--- src/rtl/mac_pkg.sv ---
// Shared widths and controller state encoding for the MAC accumulator slice.
package mac_pkg;
  localparam int PROD_W_DEF = 8;
  localparam int ACC_W_DEF  = 12;
  localparam int CNT_W_DEF  = 4;

  typedef enum logic [1:0] {
    IDLE  = 2'b00,
    ACCUM = 2'b01,
    HOLD  = 2'b10
  } state_e;
endpackage

--- src/rtl/mac_ctrl_fsm.sv ---
// Frame controller: owns state, the in_ready/out_valid handshake and
// produces the accept/drain strobes consumed by the datapath.
module mac_ctrl_fsm
  import mac_pkg::*;
(
  input  logic clk,
  input  logic rst_n,
  input  logic in_valid,
  input  logic last,
  input  logic clear,
  input  logic out_ready,
  output logic in_ready,
  output logic out_valid,
  output logic accept,
  output logic drain
);
  state_e state_q, state_d;
  logic   live_q;

  // live_q keeps in_ready low while reset is held and rises on the first edge after it.
  always_ff @(posedge clk or negedge rst_n) begin
    if (!rst_n) begin
      state_q <= IDLE;
      live_q  <= 1'b0;
    end else begin
      state_q <= state_d;
      live_q  <= 1'b1;
    end
  end

  assign in_ready  = live_q && (state_q != HOLD);
  assign out_valid = (state_q == HOLD);
  assign accept    = in_valid && in_ready && !clear;
  assign drain     = (state_q == HOLD) && out_ready && !clear;

  always_comb begin
    state_d = state_q;
    if (clear) begin
      state_d = IDLE;
    end else begin
      case (state_q)
        IDLE, ACCUM: if (accept) state_d = last ? HOLD : ACCUM;
        HOLD:        if (out_ready) state_d = IDLE;
        default:     state_d = IDLE;
      endcase
    end
  end
endmodule

--- src/rtl/mac_accumulator.sv ---
// Frame-based accumulator of upstream products with saturating beat count
// and sticky overflow; handshake control lives in mac_ctrl_fsm.
module mac_accumulator
  import mac_pkg::*;
#(
  parameter int PROD_W = PROD_W_DEF,
  parameter int ACC_W  = ACC_W_DEF,
  parameter int CNT_W  = CNT_W_DEF
) (
  input  logic              clk,
  input  logic              rst_n,
  input  logic              in_valid,
  output logic              in_ready,
  input  logic [PROD_W-1:0] product,
  input  logic              last,
  input  logic              clear,
  output logic              out_valid,
  input  logic              out_ready,
  output logic [ACC_W-1:0]  acc_out,
  output logic [CNT_W-1:0]  beat_count,
  output logic              overflow
);
  logic            accept, drain;
  logic [ACC_W:0]  sum;
  logic [ACC_W-1:0] acc_q;
  logic [CNT_W-1:0] cnt_q;
  logic             ovf_q;

  mac_ctrl_fsm u_ctrl (
    .clk       (clk),
    .rst_n     (rst_n),
    .in_valid  (in_valid),
    .last      (last),
    .clear     (clear),
    .out_ready (out_ready),
    .in_ready  (in_ready),
    .out_valid (out_valid),
    .accept    (accept),
    .drain     (drain)
  );

  // One extra bit captures the carry out of the accumulator.
  assign sum = {1'b0, acc_q} + {{(ACC_W + 1 - PROD_W){1'b0}}, product};

  always_ff @(posedge clk or negedge rst_n) begin
    if (!rst_n) begin
      acc_q <= '0;
      cnt_q <= '0;
      ovf_q <= 1'b0;
    end else if (clear || drain) begin
      acc_q <= '0;
      cnt_q <= '0;
      ovf_q <= 1'b0;
    end else if (accept) begin
      acc_q <= sum[ACC_W-1:0];
      ovf_q <= ovf_q | sum[ACC_W];
      if (cnt_q != {CNT_W{1'b1}}) cnt_q <= cnt_q + 1'b1;
    end
  end

  assign acc_out    = acc_q;
  assign beat_count = cnt_q;
  assign overflow   = ovf_q;
endmodule

--- config.mk ---
export PLATFORM = sky130hd
export DESIGN_NAME = mac_accumulator
export DESIGN_NICKNAME = d
export VERILOG_FILES = /design/src/rtl/mac_pkg.sv /design/src/rtl/mac_ctrl_fsm.sv /design/src/rtl/mac_accumulator.sv
export SDC_FILE = /design/constraint.sdc
export NUM_CORES = 1
export LEC_CHECK = 0
export ABC_AREA = 0
export BUFFER_PORTS_ARGS = -buffer_cell sky130_fd_sc_hd__buf_2
export CAP_MARGIN = 25
export CORE_MARGIN = 5
export CORE_UTILIZATION = 30
export DETAILED_ROUTE_END_ITERATION = 8
export PLACE_DENSITY = 0.57
export SLEW_MARGIN = 20
export SYNTH_ARGS = -nofsm -noshare
export SYNTH_HDL_FRONTEND = slang
export SYNTH_HIERARCHICAL = 1
export SYNTH_SLANG_ARGS = --single-unit
--- constraint.sdc ---
create_clock -name clk -period 5.6 [get_ports clk]
set_input_delay 1.68 -clock clk [delete_from_list [all_inputs] [get_ports clk]]
set_output_delay 1.68 -clock clk [all_outputs]
set_load 0.01 [all_outputs]
# ---- Word-level counts from Yosys, hierarchy flattened
# Cells that the tools add are included.
dict set report classes {
  addsub 2
  n_eq_ne 6
  n_mux 12
  n_bitwise 1
  n_reduce_logical 13
}
# op count
set ops {}
lappend ops {{$mux W12} 2}
lappend ops {{$add A12 B8 Y13} 1}
lappend ops {{$mux W4} 3}
lappend ops {{$mux W2} 4}
lappend ops {{$logic_and A1 B1 Y1} 5}
lappend ops {{$add A4 B1 Y4 const B} 1}
lappend ops {{$ne A4 B4 Y1 const B} 1}
lappend ops {{$pmux W2 S2} 1}
lappend ops {{$reduce_and A2 Y1} 2}
lappend ops {{$reduce_bool A2 Y1} 2}
lappend ops {{$ne A3 B2 Y1 const B} 1}
lappend ops {{$ne A3 B3 Y1 const B} 1}
lappend ops {{$eq A2 B1 Y1 const B} 1}
lappend ops {{$eq A2 B2 Y1 const B} 1}
lappend ops {{$logic_not A2 Y1} 1}
lappend ops {{$mux W1} 2}
lappend ops {{$ne A2 B2 Y1 const B} 1}
lappend ops {{$reduce_or A2 Y1} 1}
lappend ops {{$logic_not A1 Y1} 1}
lappend ops {{$logic_or A1 B1 Y1} 1}
lappend ops {{$or A1 B1 Y1} 1}
dict set report totals {
  reg_bits 20
  inputBits 14
  output_inout_bits 19
  elab_cells 39
}

# ---- Longest topological paths before layout
# Gate-level depths: netlist of the first run.
dict set report logic_depth {
  ltp_word 7
  ltp_mapped 7
  ltp_nobuf 7
}

# ---- Hierarchy
# Netlist of the first run, hierarchy kept.
# mod instances cells_per_inst area_each_um2 seq_area_each_um2
set modules_own_cells {}
lappend modules_own_cells {mac_accumulator 1 118 1117.3 425.4}
lappend modules_own_cells {mac_ctrl_fsm 1 15 151.4 75.1}

# ---- Worst setup path after synthesis of the first run
# Ideal clock, no wire load.
dict set report synth_path {
  kind {input-to-reg}
  start {in product[0]}
  end {reg acc_q[8] (netlist: acc_out[8])}
  setup_time_ns 0.132
  t_arrival_ns 3.168
  required_time_ns 5.468
  setup_slack_ns 2.300
  path_stages 7
  path_cell_list {ha_1 > fa_1 > a211o_1 > a211oi_1 > nor3b_1 > xnor2_1 > nor2_1}
}
dict set report synth_between {
  elab_chain_cells 3
}
# element line_no
set synth_lines {}
lappend synth_lines {{start: declaration} mac_accumulator.sv:14} ;# input logic [PROD_W-1:0] product,
lappend synth_lines {{$add A12 B8 Y13} mac_accumulator.sv:43} ;# assign sum = {1'b0, acc_q} + {{(ACC_W + 1 - PROD_W){1'b0}}, product};
lappend synth_lines {{$mux W12} mac_accumulator.sv:54} ;# end else if (accept) begin
lappend synth_lines {{$mux W12} mac_accumulator.sv:50} ;# end else if (clear || drain) begin
lappend synth_lines {{end signal: assignment} mac_accumulator.sv:55} ;# acc_q <= sum[ACC_W-1:0];
lappend synth_lines {{end: declaration} mac_accumulator.sv:25} ;# logic [ACC_W-1:0] acc_q;
# Every way passes these cells. The select of a mux whose other input is x is not followed.
# A chain may end at the register's enable or synchronous reset.

# ---- Worst setup path in the final report of the first run
dict set report layout_path {
  start {in product[0]}
  end {reg acc_q[10] (netlist: acc_out[10])}
}
# The elaborated chain is that of the path after synthesis.

==> results of run 1 <==
==> critical path, stage by stage <==
cell and delay (ns):
buf_2 0.10, ha_1 0.22, fa_1 0.43, a211o_1 0.32, a211oi_1 0.42, nor3_1 0.13
xnor2_1 0.17, nor2_1 0.05
==> layout by cell type (no fill, tap or decap), types with 2 or more instances in the layout <==
cell / n
a211oi_1: 3
a21o_1: 4
a21oi_1: 9
a31oi_1: 3
buf_2: 32
clkbuf_8: 3
dfrtp_1: 20
ha_1: 9
mux2i_1: 5
nand2_1: 9
nand3_1: 8
nand4b_1: 3
nor2_1: 14
nor2b_1: 2
nor3b_1: 2
nor4_1: 2
or2_2: 2
or3_1: 3
xnor2_1: 5
xor2_1: 3
==> per-layer routing <==
metal / global-route usage / share of wire
met5: 0 / 0
met1: 0.146 / 0.46
met2: 0.205 / 0.49
met4: 0.0514 / 0.014
met3: 0.0134 / 0.030
==> worst paths after layout <==
kind                            cells after the start           endpoint         startpoint
worst max-delay path                                8        acc_out[10]         product[0]
worst min-delay path                                1  u_ctrl/state_q[0]  u_ctrl/state_q[1]
worst max register to register                      7        acc_out[10]         acc_out[0]
worst min register to register                      1  u_ctrl/state_q[0]  u_ctrl/state_q[1]
max in group asynchronous                           1         acc_out[3]              rst_n
min in group asynchronous                           1  u_ctrl/state_q[0]              rst_n
==> cells in the mapped netlist, types with 4 or more instances <==
cell     count  area share
nand3_1      8       0.032
xnor2_1      5       0.035
nor2_1      14       0.041
a21o_1       4       0.024
ha_1         9       0.089
a21oi_1      9       0.036
dfrtp_1     20        0.39
mux2i_1      5       0.039
nand2_1      9       0.027
==> sequential cells by signal (all words and copies together) (netlist names) <==
signal	cells
u_ctrl/state_q	2
u_ctrl/live_q	1
overflow	1
beat_count	4
acc_out	12
==> layout make-up <==
class	instances	area, µm²	area share
flip-flops and latches	20	500	0.321
clock buffers	3	41.3	0.0265
well taps	50	62.6	0.0401
clock inverters	1	30.0	0.0193
repair buffers	33	168	0.108
multi-input cells	109	757	0.486
==> through the flow <==
stage	setup slack, ns	area [µm²]	util	total power [µW]
after CTS	2.28	1560	0.384	364
after floorplan	2.30	1270	-	192
final	2.23	1560	0.384	358
after global routing	2.12	1560	0.384	377
after global placement	2.07	1490	0.367	212
after detailed placement	2.01	1490	0.367	213
==> power groups by stage <==
| stage | Sequential (µW) | Combinational, µW | Clock [µW] |
|---|---|---|---|
| floorplan | 156 | 35.4 | 0 |
| global placement | 155 | 57.0 | 0 |
| detailed placement | 156 | 57.6 | 0 |
| CTS | 153 | 58.0 | 153 |
| global route | 153 | 64.9 | 158 |
| finish | 153 | 57.7 | 148 |
==> logic make-up after synthesis <==
kind of cell,Yosys count,synth area share
flops,20,0.394
mux,5,0.0394
buf+inv,4,0.0128
compound gates,28,0.145
xor+xnor,8,0.0552
simple gates,57,0.246
fa+ha+maj,10,0.105
other cells,1,0.00296
==> tab_implementation.tex, run 1 <==
\begin{tabular}{lr}
\hline
Metric & Value \\
\hline
\multicolumn{2}{l}{\textbf{Yosys}} \\
Number of standard cells after synthesis & 133 \\
Post-synth ARST share & 1.00 \\
Main synth FF type & dfrtp\_1 \\
Seq/Total Area, Yosys & 0.394 \\
Number of flops mapped to enable cells by yosys & 0 \\
Netlist area before placement & between 1000 and 1500 µm² \\
Synthesis-stage register bit count & 20 \\
Synthesized Nets & $\sim$160 \\
Total number of yosys warnings & 6 \\
Post-synthesis cell type count & 42 \\
Post-synthesis average cell area & about 9.5 µm² \\
\multicolumn{2}{l}{\textbf{Critical path}} \\
Critical Path Start Type & input pin \\
Flop2flop setup slack & 3.34 ns \\
Required time of the critical path & approximately 5.7 ns \\
Data arrival, critical path & 3.52 ns \\
Endpoint type of the worst setup path & flip-flop \\
Start-to-end type of the worst setup path & in2reg \\
Worst-path maximum fanout & 3 \\
\multicolumn{2}{l}{\textbf{Layout}} \\
Total Nets Final & $\sim$190 \\
Filler-free cell count of the finished design & around 220 \\
Number of filler cells placed in the layout & between 400 and 500 \\
Ant. Diodes & 0 \\
Synth-to-layout area growth & 22.9\% \\
Fraction of final layout cells with drive strength greater than 1 & 0.247 \\
\multicolumn{2}{l}{\textbf{Route}} \\
Remaining antenna violation count after routing & 0 \\
Routed wire length per instance & around 14 µm \\
Residual DRC count & 0 \\
Total vias in the final route & 1122 \\
Detailed router's first-iteration violation count & 84 \\
Wire length after detailed routing & about 3100 µm \\
Count of TritonRoute iterations in the first routing pass & 4 \\
Via-to-Cell Ratio & about 5.2 \\
\multicolumn{2}{l}{\textbf{CTS}} \\
Clock slew at the register clock pins of the worst setup and hold paths & 0.08 ns \\
Clock tree buffer depth & 2 \\
Total clock buffers created by CTS & 3 \\
Maximum level of the CTS H-tree & 1 \\
Clock Sinks & 20 \\
Total of hold buffers inserted after clock tree synthesis & 0 \\
Number of post-CTS setup repair buffers & 0 \\
Clock tree from TritonCTS & done \\
Post-cts resize count & 0 \\
Buffer cell driving the clock tree root & clkbuf\_8 \\
Later-pin clock latency in the skew report & 0.26 ns \\
\multicolumn{2}{l}{\textbf{Power and ir drop}} \\
Max IR drop VDD & 0.0839 mV \\
Clock power share & 0.413 \\
Part of the power in registers & 0.426 \\
Relative contribution of combinational cells to total power & 0.161 \\
Switching share of power & 0.252 \\
Power density cells & between 200 and 250 nW/µm² \\
Net switching power & about 90 µW \\
Leakage power total & roughly 0.00078 µW \\
Internal power & 268 µW \\
\multicolumn{2}{l}{\textbf{Run}} \\
Number of max-cap violations & 0 \\
\multicolumn{2}{l}{\textbf{Timing}} \\
Setup TNS Final & 0 ns \\
Number of failing setup endpoints in the final timing report & 0 \\
Setup repair after global routing missed its margin & no \\
Endpoints failing hold & 0 \\
Worst hold slack & between 0.4 and 0.5 ns \\
Share of the clock period used by the worst path & 0.602 \\
Maximum achievable frequency & between 200 and 300 MHz \\
Setup Skew & approximately 0.0022 ns \\
Final slew viol count & 0 \\
Fin crit period & 3.37 ns \\
\multicolumn{2}{l}{\textbf{Global route}} \\
Number of global-route vias before repair & approximately 1100 \\
Wire length of the first global-routing pass & around 5100 µm \\
Initial antenna violation count & 0 \\
Overall track demand over capacity in global routing & 0.118 \\
Remaining Overflow, GRT & 0 \\
Maximum number of pins on one net before global-route repair & 22 \\
\multicolumn{2}{l}{\textbf{Floorplanning}} \\
Core Footprint & approximately 4100 µm² \\
Std-Cell Rows & 23 \\
Die Y & roughly 75 µm \\
Die area & about 5600 µm² \\
X dimension of the die & 75.0 µm \\
Starting Density & 0.313 \\
Number of top-level pins & 33 \\
\multicolumn{2}{l}{\textbf{Placement}} \\
Cell count after placement & about 210 \\
Routability congestion estimate from global placement & $\sim$0.84 \\
Number of buffers added on ports & 32 \\
Post-detailed-placement half-perimeter wirelength & around 2300 µm \\
\multicolumn{2}{l}{\textbf{Min path}} \\
Class of the most critical hold timing path & reg2reg \\
\multicolumn{2}{l}{\textbf{Run status}} \\
Status & finished, final reports clean \\
\hline
\end{tabular}
Note: power is estimated with default switching activity, not from simulation.
==> run 2: changes to the inputs <==
Clock period 5.6 ns to 3.48 ns, I/O delays scaled along.
==> tab_implementation.tex, run 2 (synthesized netlist as in run 1, its figures left out) <==
\begin{tabular}{lr}
\hline
Metric & Value \\
\hline
\multicolumn{2}{l}{\textbf{Layout}} \\
Number of filler cells placed in the layout & slightly above 400 \\
Most common cell after layout, fill and taps aside & buf\_2 \\
Ant. Diodes & 0 \\
Synth-to-layout area growth & 22.2\% \\
Commonest cells after routing, fill and taps aside & 32 x buf\_2, 20 x dfrtp\_1, 14 x nor2\_1 \\
Final Core Density & 0.382 \\
Total Nets Final & 192 \\
Fraction of final layout cells with drive strength greater than 1 & 0.251 \\
Flip-flop count of the largest register after layout & 12 \\
Layout Cell Area excl Fill & 1550 µm² \\
\multicolumn{2}{l}{\textbf{Critical path}} \\
Data arrival, critical path & between 2 and 3 ns \\
Worst-path maximum fanout & 3 \\
Required time of the critical path & roughly 3.6 ns \\
Critical path origin & product[0] \\
Critical Path Start Type & input pin \\
Endpoint type of the worst setup path & flip-flop \\
Beginning of the worst register-to-register path & acc\_out[0] \\
Start-to-end type of the worst setup path & in2reg \\
\multicolumn{2}{l}{\textbf{Placement}} \\
Number of buffers added on ports & 32 \\
Post-detailed-placement half-perimeter wirelength & around 2300 µm \\
Routability congestion estimate from global placement & roughly 0.83 \\
Instance area at placement & around 1500 µm² \\
\multicolumn{2}{l}{\textbf{Min path}} \\
Startpoint of the lowest-slack hold path & u\_ctrl/state\_q[1] \\
Class of the most critical hold timing path & reg2reg \\
\multicolumn{2}{l}{\textbf{Floorplanning}} \\
Die area & about 5600 µm² \\
Number of top-level pins & 33 \\
Starting Density & 0.313 \\
Die Y & around 75 µm \\
Std-Cell Rows & 23 \\
Core Footprint & between 4000 and 5000 µm² \\
X dimension of the die & roughly 75 µm \\
\multicolumn{2}{l}{\textbf{CTS}} \\
Maximum level of the CTS H-tree & 1 \\
Later-pin clock latency in the skew report & $\sim$0.26 ns \\
Clock slew at the register clock pins of the worst setup and hold paths & approximately 0.08 ns \\
Post-cts resize count & 0 \\
Clock Sinks & 20 \\
Total of hold buffers inserted after clock tree synthesis & 0 \\
Total clock buffers created by CTS & 3 \\
Buffer cell driving the clock tree root & clkbuf\_8 \\
Number of post-CTS setup repair buffers & 0 \\
Clock tree from TritonCTS & done \\
Clock tree buffer depth & 2 \\
\multicolumn{2}{l}{\textbf{Timing}} \\
Share of the clock period used by the worst path & 0.772 \\
Worst hold slack & roughly 0.48 ns \\
Fin crit period & approximately 2.7 ns \\
Setup repair after global routing missed its margin & no \\
Maximum achievable frequency & roughly 370 MHz \\
Endpoints failing hold & 0 \\
Number of failing setup endpoints in the final timing report & 0 \\
Setup TNS Final & 0 ns \\
Setup Skew & 0.00209 ns \\
Final slew viol count & 0 \\
\multicolumn{2}{l}{\textbf{Power and ir drop}} \\
Max IR drop VDD & between 0.2 and 0.25 mV \\
Overall power & just over 500 µW \\
Power density cells & 334 nW/µm² \\
Leakage power total & between 0.0007 and 0.0008 µW \\
\multicolumn{2}{l}{\textbf{Run}} \\
Number of max-cap violations & 0 \\
\multicolumn{2}{l}{\textbf{Global route}} \\
Wire length of the first global-routing pass & $\sim$5000 µm \\
Remaining Overflow, GRT & 0 \\
Number of global-route vias before repair & 1155 \\
Initial antenna violation count & 0 \\
Maximum number of pins on one net before global-route repair & 22 \\
Overall track demand over capacity in global routing & 0.115 \\
\multicolumn{2}{l}{\textbf{Route}} \\
Wire length after detailed routing & 3000 µm \\
Total vias in the final route & about 1100 \\
Count of TritonRoute iterations in the first routing pass & 4 \\
Residual DRC count & 0 \\
Remaining antenna violation count after routing & 0 \\
Via-to-Cell Ratio & roughly 5.2 \\
Detailed router's first-iteration violation count & 46 \\
Routed wire length per instance & $\sim$14 µm \\
\multicolumn{2}{l}{\textbf{Run status}} \\
Status & finished, final reports clean \\
\hline
\end{tabular}
==> run 2: layout make-up <==
type                    instances  area [µm²]  share of cell area
clock buffers                   4        55.1              0.0355
multi-input cells             109         757               0.488
flip-flops and latches         20         500               0.323
well taps                      50        62.6              0.0404
repair buffers                 34         175               0.113
==> run 2: path summary, 6_finish.rpt <==
check	depth (start not counted)	to	slack [ns]
worst min register to register	1	u_ctrl/state_q[0]	0.48
worst max register to register	7	acc_out[10]	1.28
worst min-delay path	1	u_ctrl/state_q[0]	0.48
worst max-delay path	8	acc_out[10]	0.79
min in group asynchronous	1	u_ctrl/live_q	0.73
max in group asynchronous	1	acc_out[5]	2.43
==> run 2: layer usage <==
| metal | up-vias | routed length, µm | track usage | share of wire |
|---|---|---|---|---|
| met5 | - | 0 | 0 | 0 |
| met4 | 0 | 21 | 0.0336 | 0.0070 |
| met3 | 4 | 138 | 0.0320 | 0.046 |
| met2 | 21 | 1460 | 0.193 | 0.49 |
| met1 | 539 | 1380 | 0.144 | 0.46 |
| li1 | 562 | - | - | - |
==> run 2: critical path: stages <==
cell      delay, ns
buf_2          0.10
ha_1           0.21
fa_1           0.43
a211o_1        0.32
a211oi_1       0.38
nor3_1         0.11
xnor2_1        0.17
nor2_1         0.06
==> run 2: power breakdown <==
group / switching (µW) / internal (µW)
sequential: 6.09 / 239
combinational: 53.9 / 39.1
clock: 79.0 / 101
total: 139 / 379
==> run 2: through the flow <==
step           setup WS (ns)  std cells
3_5_place_dp           0.517        213
6_report               0.793        217
5_1_grt                0.707        217
2_1_floorplan          0.816        133
3_3_place_gp           0.594        213
4_1_cts                0.779        217
